`src/rtl/tlp_frag_sequencer_pkg.sv`:
```
// Shared TL TX definitions: Fmt encodings, header bit offsets and sequencer FSM states.
`default_nettype none

package tlp_frag_sequencer_pkg;

  localparam logic [2:0] FMT_3DW_NODATA = 3'b000;
  localparam logic [2:0] FMT_4DW_NODATA = 3'b001;
  localparam logic [2:0] FMT_3DW_DATA   = 3'b010;
  localparam logic [2:0] FMT_4DW_DATA   = 3'b011;

  localparam int FMT_4DW_BIT  = 0;
  localparam int FMT_DATA_BIT = 1;

  localparam int HDR_FMT_MSB = 127;
  localparam int HDR_FMT_LSB = 125;
  localparam int HDR_TD_BIT  = 111;
  localparam int HDR_LEN_MSB = 105;
  localparam int HDR_LEN_LSB = 96;

  localparam int TOT_W = 11;

  typedef enum logic [1:0] {
    ST_IDLE     = 2'd0,
    ST_BODY     = 2'd1,
    ST_ECRC_PAD = 2'd2
  } frag_state_e;

endpackage

`default_nettype wire

```
`src/rtl/tlp_frag_sequencer_len_calc.sv`:
```
// Combinational header decode: buffer beat count, pad flag, last-beat DW count and ECRC slot.
`default_nettype none

module frag_len_calc
  import tlp_frag_sequencer_pkg::*;
#(
  parameter int CNT_W = 9
) (
  input  logic [1:0]       fmt,
  input  logic             td,
  input  logic [9:0]       len,
  output logic [CNT_W-1:0] buf_beats,
  output logic             pad,
  output logic [2:0]       last_dw_valid,
  output logic [1:0]       ecrc_pos
);

  logic [TOT_W-1:0] h;
  logic [TOT_W-1:0] d;
  logic [TOT_W-1:0] hd;
  logic [TOT_W-1:0] tot;
  logic [TOT_W-1:0] hd_rnd;

  always_comb begin
    h = fmt[FMT_4DW_BIT] ? 11'd4 : 11'd3;
    d = '0;
    // A Length of zero encodes the maximum 1024-DW payload.
    if (fmt[FMT_DATA_BIT]) begin
      d = (len == 10'd0) ? 11'd1024 : {1'b0, len};
    end
    hd            = h + d;
    tot           = hd + {10'd0, td};
    hd_rnd        = hd + 11'd3;
    buf_beats     = CNT_W'(hd_rnd >> 2);
    pad           = td & (hd[1:0] == 2'b00);
    last_dw_valid = (tot[1:0] == 2'b00) ? 3'd4 : {1'b0, tot[1:0]};
    ecrc_pos      = tot[1:0] - 2'd1;
  end

endmodule

`default_nettype wire

```
`src/rtl/tlp_frag_sequencer.sv`:
```
// Pulls TLP beats from a FWFT TX buffer and presents them, with sop/eop, DW-valid and
// ECRC-slot sideband, on a registered valid/ready beat interface.
`default_nettype none

module tlp_frag_sequencer
  import tlp_frag_sequencer_pkg::*;
#(
  parameter int DATA_W = 128,
  parameter int CNT_W  = 9
) (
  input  logic              clk,
  input  logic              arst,
  input  logic              buf_empty,
  input  logic [DATA_W-1:0] buf_rd_data,
  output logic              buf_rd_en,
  output logic              frag_valid,
  output logic [DATA_W-1:0] frag_data,
  output logic              frag_sop,
  output logic              frag_eop,
  output logic [2:0]        frag_dw_valid,
  output logic              ecrc_init,
  output logic              ecrc_insert,
  output logic [1:0]        ecrc_pos,
  input  logic              dll_ready,
  output logic              busy
);

  frag_state_e       state_q, state_d;
  logic [CNT_W-1:0]  reads_left_q, reads_left_d;
  logic              td_q, td_d;
  logic              pad_q, pad_d;
  logic [2:0]        last_dw_q, last_dw_d;
  logic [1:0]        last_pos_q, last_pos_d;

  logic              valid_q, valid_d;
  logic [DATA_W-1:0] data_q, data_d;
  logic              sop_q, sop_d;
  logic              eop_q, eop_d;
  logic [2:0]        dwv_q, dwv_d;
  logic              init_q, init_d;
  logic              ins_q, ins_d;
  logic [1:0]        pos_q, pos_d;

  logic              out_free;
  logic              pop;
  logic              hdr_td;
  logic [CNT_W-1:0]  calc_beats;
  logic              calc_pad;
  logic [2:0]        calc_last_dw;
  logic [1:0]        calc_pos;

  assign hdr_td = buf_rd_data[HDR_TD_BIT];

  frag_len_calc #(
    .CNT_W (CNT_W)
  ) u_len_calc (
    .fmt           (buf_rd_data[HDR_FMT_LSB+1:HDR_FMT_LSB]),
    .td            (hdr_td),
    .len           (buf_rd_data[HDR_LEN_MSB:HDR_LEN_LSB]),
    .buf_beats     (calc_beats),
    .pad           (calc_pad),
    .last_dw_valid (calc_last_dw),
    .ecrc_pos      (calc_pos)
  );

  assign out_free  = !valid_q || dll_ready;
  assign pop       = out_free && !buf_empty &&
                     ((state_q == ST_IDLE) ||
                      ((state_q == ST_BODY) && (reads_left_q != '0)));
  assign buf_rd_en = pop;

  always_comb begin
    state_d      = state_q;
    reads_left_d = reads_left_q;
    td_d         = td_q;
    pad_d        = pad_q;
    last_dw_d    = last_dw_q;
    last_pos_d   = last_pos_q;
    valid_d      = valid_q;
    data_d       = data_q;
    sop_d        = sop_q;
    eop_d        = eop_q;
    dwv_d        = dwv_q;
    init_d       = init_q;
    ins_d        = ins_q;
    pos_d        = pos_q;

    if (out_free) begin
      valid_d = 1'b0;
      unique case (state_q)
        ST_IDLE: begin
          if (pop) begin
            valid_d      = 1'b1;
            data_d       = buf_rd_data;
            sop_d        = 1'b1;
            init_d       = hdr_td;
            td_d         = hdr_td;
            pad_d        = calc_pad;
            last_dw_d    = calc_last_dw;
            last_pos_d   = calc_pos;
            reads_left_d = calc_beats - CNT_W'(1);
            eop_d        = 1'b0;
            dwv_d        = 3'd4;
            ins_d        = 1'b0;
            pos_d        = 2'd0;
            if (calc_beats != CNT_W'(1)) begin
              state_d = ST_BODY;
            end else if (calc_pad) begin
              state_d = ST_ECRC_PAD;
            end else begin
              eop_d = 1'b1;
              dwv_d = calc_last_dw;
              ins_d = hdr_td;
              pos_d = hdr_td ? calc_pos : 2'd0;
            end
          end
        end
        ST_BODY: begin
          if (pop) begin
            valid_d      = 1'b1;
            data_d       = buf_rd_data;
            sop_d        = 1'b0;
            init_d       = 1'b0;
            reads_left_d = reads_left_q - CNT_W'(1);
            eop_d        = 1'b0;
            dwv_d        = 3'd4;
            ins_d        = 1'b0;
            pos_d        = 2'd0;
            if (reads_left_q == CNT_W'(1)) begin
              if (pad_q) begin
                state_d = ST_ECRC_PAD;
              end else begin
                state_d = ST_IDLE;
                eop_d   = 1'b1;
                dwv_d   = last_dw_q;
                ins_d   = td_q;
                pos_d   = td_q ? last_pos_q : 2'd0;
              end
            end
          end
        end
        ST_ECRC_PAD: begin
          // Payload ended on a beat boundary, so the ECRC needs a beat of its own.
          valid_d = 1'b1;
          data_d  = '0;
          sop_d   = 1'b0;
          init_d  = 1'b0;
          eop_d   = 1'b1;
          dwv_d   = 3'd1;
          ins_d   = 1'b1;
          pos_d   = 2'd0;
          state_d = ST_IDLE;
        end
        default: state_d = ST_IDLE;
      endcase
    end
  end

  always_ff @(posedge clk or negedge arst) begin
    if (!arst) begin
      state_q      <= ST_IDLE;
      reads_left_q <= '0;
      td_q         <= 1'b0;
      pad_q        <= 1'b0;
      last_dw_q    <= 3'd0;
      last_pos_q   <= 2'd0;
      valid_q      <= 1'b0;
      data_q       <= '0;
      sop_q        <= 1'b0;
      eop_q        <= 1'b0;
      dwv_q        <= 3'd0;
      init_q       <= 1'b0;
      ins_q        <= 1'b0;
      pos_q        <= 2'd0;
    end else begin
      state_q      <= state_d;
      reads_left_q <= reads_left_d;
      td_q         <= td_d;
      pad_q        <= pad_d;
      last_dw_q    <= last_dw_d;
      last_pos_q   <= last_pos_d;
      valid_q      <= valid_d;
      data_q       <= data_d;
      sop_q        <= sop_d;
      eop_q        <= eop_d;
      dwv_q        <= dwv_d;
      init_q       <= init_d;
      ins_q        <= ins_d;
      pos_q        <= pos_d;
    end
  end

  assign frag_valid    = valid_q;
  assign frag_data     = data_q;
  assign frag_sop      = sop_q;
  assign frag_eop      = eop_q;
  assign frag_dw_valid = dwv_q;
  assign ecrc_init     = init_q;
  assign ecrc_insert   = ins_q;
  assign ecrc_pos      = pos_q;
  assign busy          = (state_q != ST_IDLE) || valid_q;

endmodule

`default_nettype wire
```
`config.mk`:
```
export PLATFORM = sky130hd
export DESIGN_NAME = tlp_frag_sequencer
export DESIGN_NICKNAME = d
export VERILOG_FILES = /design/src/rtl/tlp_frag_sequencer_pkg.sv /design/src/rtl/tlp_frag_sequencer_len_calc.sv /design/src/rtl/tlp_frag_sequencer.sv
export SDC_FILE = /design/constraint.sdc
export NUM_CORES = 1
export LEC_CHECK = 0
export BUFFER_PORTS_ARGS = -buffer_cell sky130_fd_sc_hd__buf_2
export CAP_MARGIN = 20
export CORE_ASPECT_RATIO = 0.5
export CORE_UTILIZATION = 30
export DETAILED_ROUTE_END_ITERATION = 8
export HOLD_SLACK_MARGIN = 0.05
export PLACE_DENSITY = 0.53
export SYNTH_ARGS = -nofsm -noshare
export SYNTH_HDL_FRONTEND = slang
export SYNTH_SLANG_ARGS = --single-unit
```
`constraint.sdc`:
```
create_clock -name clk -period 3.3 [get_ports clk]
set_clock_uncertainty 0.15 [all_clocks]
set_input_delay 0.495 -clock clk [delete_from_list [all_inputs] [get_ports clk]]
set_output_delay 0.495 -clock clk [all_outputs]
set_load 0.02 [all_outputs]
```
==> results.toml <==
[routing]
first_pass_iters = 4
wire_per_inst_um = 14.7
drc = 0
ant_nets = 0
vias = 6522
wirelength_um = 21400
drtIter0Drc = 428
vias_per_cell = 4.49

[timing]
fin_crit_sh_pct = 94.1
hold_viol_final = 0
rsz0062_at_grt = "no"
setup_violations = 0
finalWorstSetupSlack_ns = 0.194
worst_pin_slew_ns = 0.762
slew-limit-headroom_pct = 49.2
period_needed_ns = 3.11
fmax_ghz = 0.322
hold_slack_ns = 0.148
slew_viol_final = 0
tns_ns = 0

[yosys]
synth_area_sq_mm = 0.00764
postSynth.asyncResetShare_pct = 100
synth_cell_type_count = 63
ys.flop_type = "dfrtp_1"
synth_area_leaders = "dfrtp_1 51%, nand2b_1 11%, o21ai_0 9.4%"
yosysTopAreaCell = "dfrtp_1"
synth-edff-count = 0
synth_top_area_share_pct = 51.1
syn_area_per_cell_sq_um = 9.17
synth_warnings = 0
synth_seq_cells = 156
synth-seq-area-share_pct = 51.1
syn_nets = 980
syn_inst = 833

[power_and_ir_drop]
power_frac_seq_pct = 32.0
switching_power_mw = 4.38
intPower_mw = 5.73
p_leak_nw = 5.04
switching_share_pct = 43.3
combPwrFrac_pct = 47.9
ir_drop_mv = 0.432
pwr-share-clk_pct = 20.1
power_density_mw_per_mm2 = 994
p_total_mw = 10.1

[grt]
first_global_vias = 6249
grt_pass1_wl_um = 33700
grt_usage_pct = 16.4
grt_max_degree = 93
antenna_found_initial = 1
gr-total-overflow = 0

[cts]
clk_pin_slew_ns = 0.07
cts_tree = "yes"
cts.htree.levels = 4
root_buffer = "clkbuf_16"
cts_buffer_depth = 2
cts_setup_buffers = 0
cts_buffers = 17
insertion_delay_ns = 0.44
cts.sinks = 156

[setup_path]
cp.arrival_ns = 2.46
required_ns = 2.65
critical_path.max_fanout = 5
r2r_slack_ns = 0.40
cp-end-kind = "output pin"
cp-start-kind = "flip-flop"
crit_type = "reg -> out"

[placement]
port_buffers = 271
place_ws_ns = 0.00179
gp_congestion = 0.823
hpwl_um = 16000

[final_layout]
final_common_cell = "buf_2"
drive_gt1_share_pct = 32.7
num_antenna_cells = 0
nNetsFinal = 1252
syn_to_final_growth_pct = 33.1
mostFrequentLayoutCells = "270 x buf_2, 165 x nand2_1, 156 x dfrtp_1"

[job]
cap_violations = 0

[die]
initial_utilization_pct = 31.2
die_area_sq_mm = 0.0262
ios = 272
row_count = 40
die_height_um = 115
fp.dieW_um = 228
core_area_sq_mm = 0.0245

[worst_hold_path]
hold_path.class = "in -> reg"

[run_status]
status = "completed"
-- worst max-delay path, stage by stage, from the launching register on --
cell and delay, ns:
dfrtp_1 0.43, inv_2 0.10, ha_2 0.21, or3b_2 0.52, o31ai_4 0.27, a21oi_1 0.12, nand2_1 0.11, clkinv_1 0.10
buf_2 0.17
-- registers in the layout, summed over array words and instances (netlist names), 2 cells and up --
| register | count |
|---|---|
| state_q | 2 |
| ecrc_pos | 2 |
| frag_dw_valid | 3 |
| last_dw_q | 3 |
| frag_data | 128 |
| last_pos_q | 2 |
| reads_left_q | 9 |
-- routing by layer --
metal  wire, um  global-route usage (%)
met5          7                       0
met4        391                    5.86
met3        553                    3.75
met1       9580                    20.4
met2      10900                    28.2
-- Yosys cell counts, drive strengths merged (2+ instances only) --
master,instances
o31a,2
and4,4
xor2,3
o311ai,2
a211oi,3
nor4,7
nor2b,2
nand3,10
o211ai,4
or3,6
o31ai,8
nor3,3
or4,2
ha,14
inv,14
buf,19
a21o,3
mux2i,2
clkbuf,30
nor2,19
and2,5
mux2,3
a21oi,24
a31oi,2
nand2,166
nand4,4
o21ai,154
and3,3
nor3b,2
nand2b,129
xnor2,9
dfrtp,156
-- power groups by stage --
stage,Sequential (mW),Clock [mW],Combinational [mW]
5_1_grt,3.36,2.17,5.37
2_1_floorplan,4.14,0,2.37
4_1_cts,3.24,2.10,4.91
3_3_place_gp,3.25,0,4.85
6_report,3.24,2.03,4.84
3_5_place_dp,3.27,0,4.91
-- path summary, 6_finish.rpt --
check / start / cells past startpoint / to
max: reads_left_q[0] / 8 / buf_rd_en
min: buf_rd_data[4] / 3 / frag_data[4]
max reg2reg: reads_left_q[0] / 9 / frag_data[48]
min reg2reg: frag_data[51] / 2 / frag_data[51]
max in group asynchronous: arst / 3 / frag_data[61]
min in group asynchronous: arst / 2 / frag_data[105]
-- cells by family after synthesis --
| family | count (synthesis) | share of synthesized area (%) |
|---|---|---|
| AOI/OAI and AO/OA | 213 | 15.6 |
| DFF | 156 | 51.1 |
| buffers and inverters | 65 | 4.22 |
| and+or+nand+nor | 367 | 24.4 |
| xor gates and xnor gates | 12 | 1.38 |
| muxes | 5 | 0.753 |
| adders and majority gates | 15 | 2.55 |
-- layout make-up --
class / count / area, sq um
flip-flops and latches: 156 / 3900
inverters: 15 / 56.3
fillers: 2520 / 14300
clock buffers: 18 / 439
well taps: 336 / 420
clock inverters: 14 / 168
repair buffers: 303 / 1670
multi-input cells: 612 / 3510
-- per-stage QoR --
stage | instances | util (%) | cell area [sq um]
global route | 1454 | 41.6 | 10200
floorplan | 833 | - | 7710
detailed placement | 1421 | 39.0 | 9540
CTS | 1454 | 41.5 | 10200
global placement | 1421 | 39.0 | 9540
finish | 1454 | 41.6 | 10200
-- timing repair --
item	4_1_cts	5_1_grt
hold buffers	1	0
endpoints found under the hold margin	73	0
gates resized for setup	0	3
endpoints found under the setup margin	0	1
(Power assumes the default switching activity.)
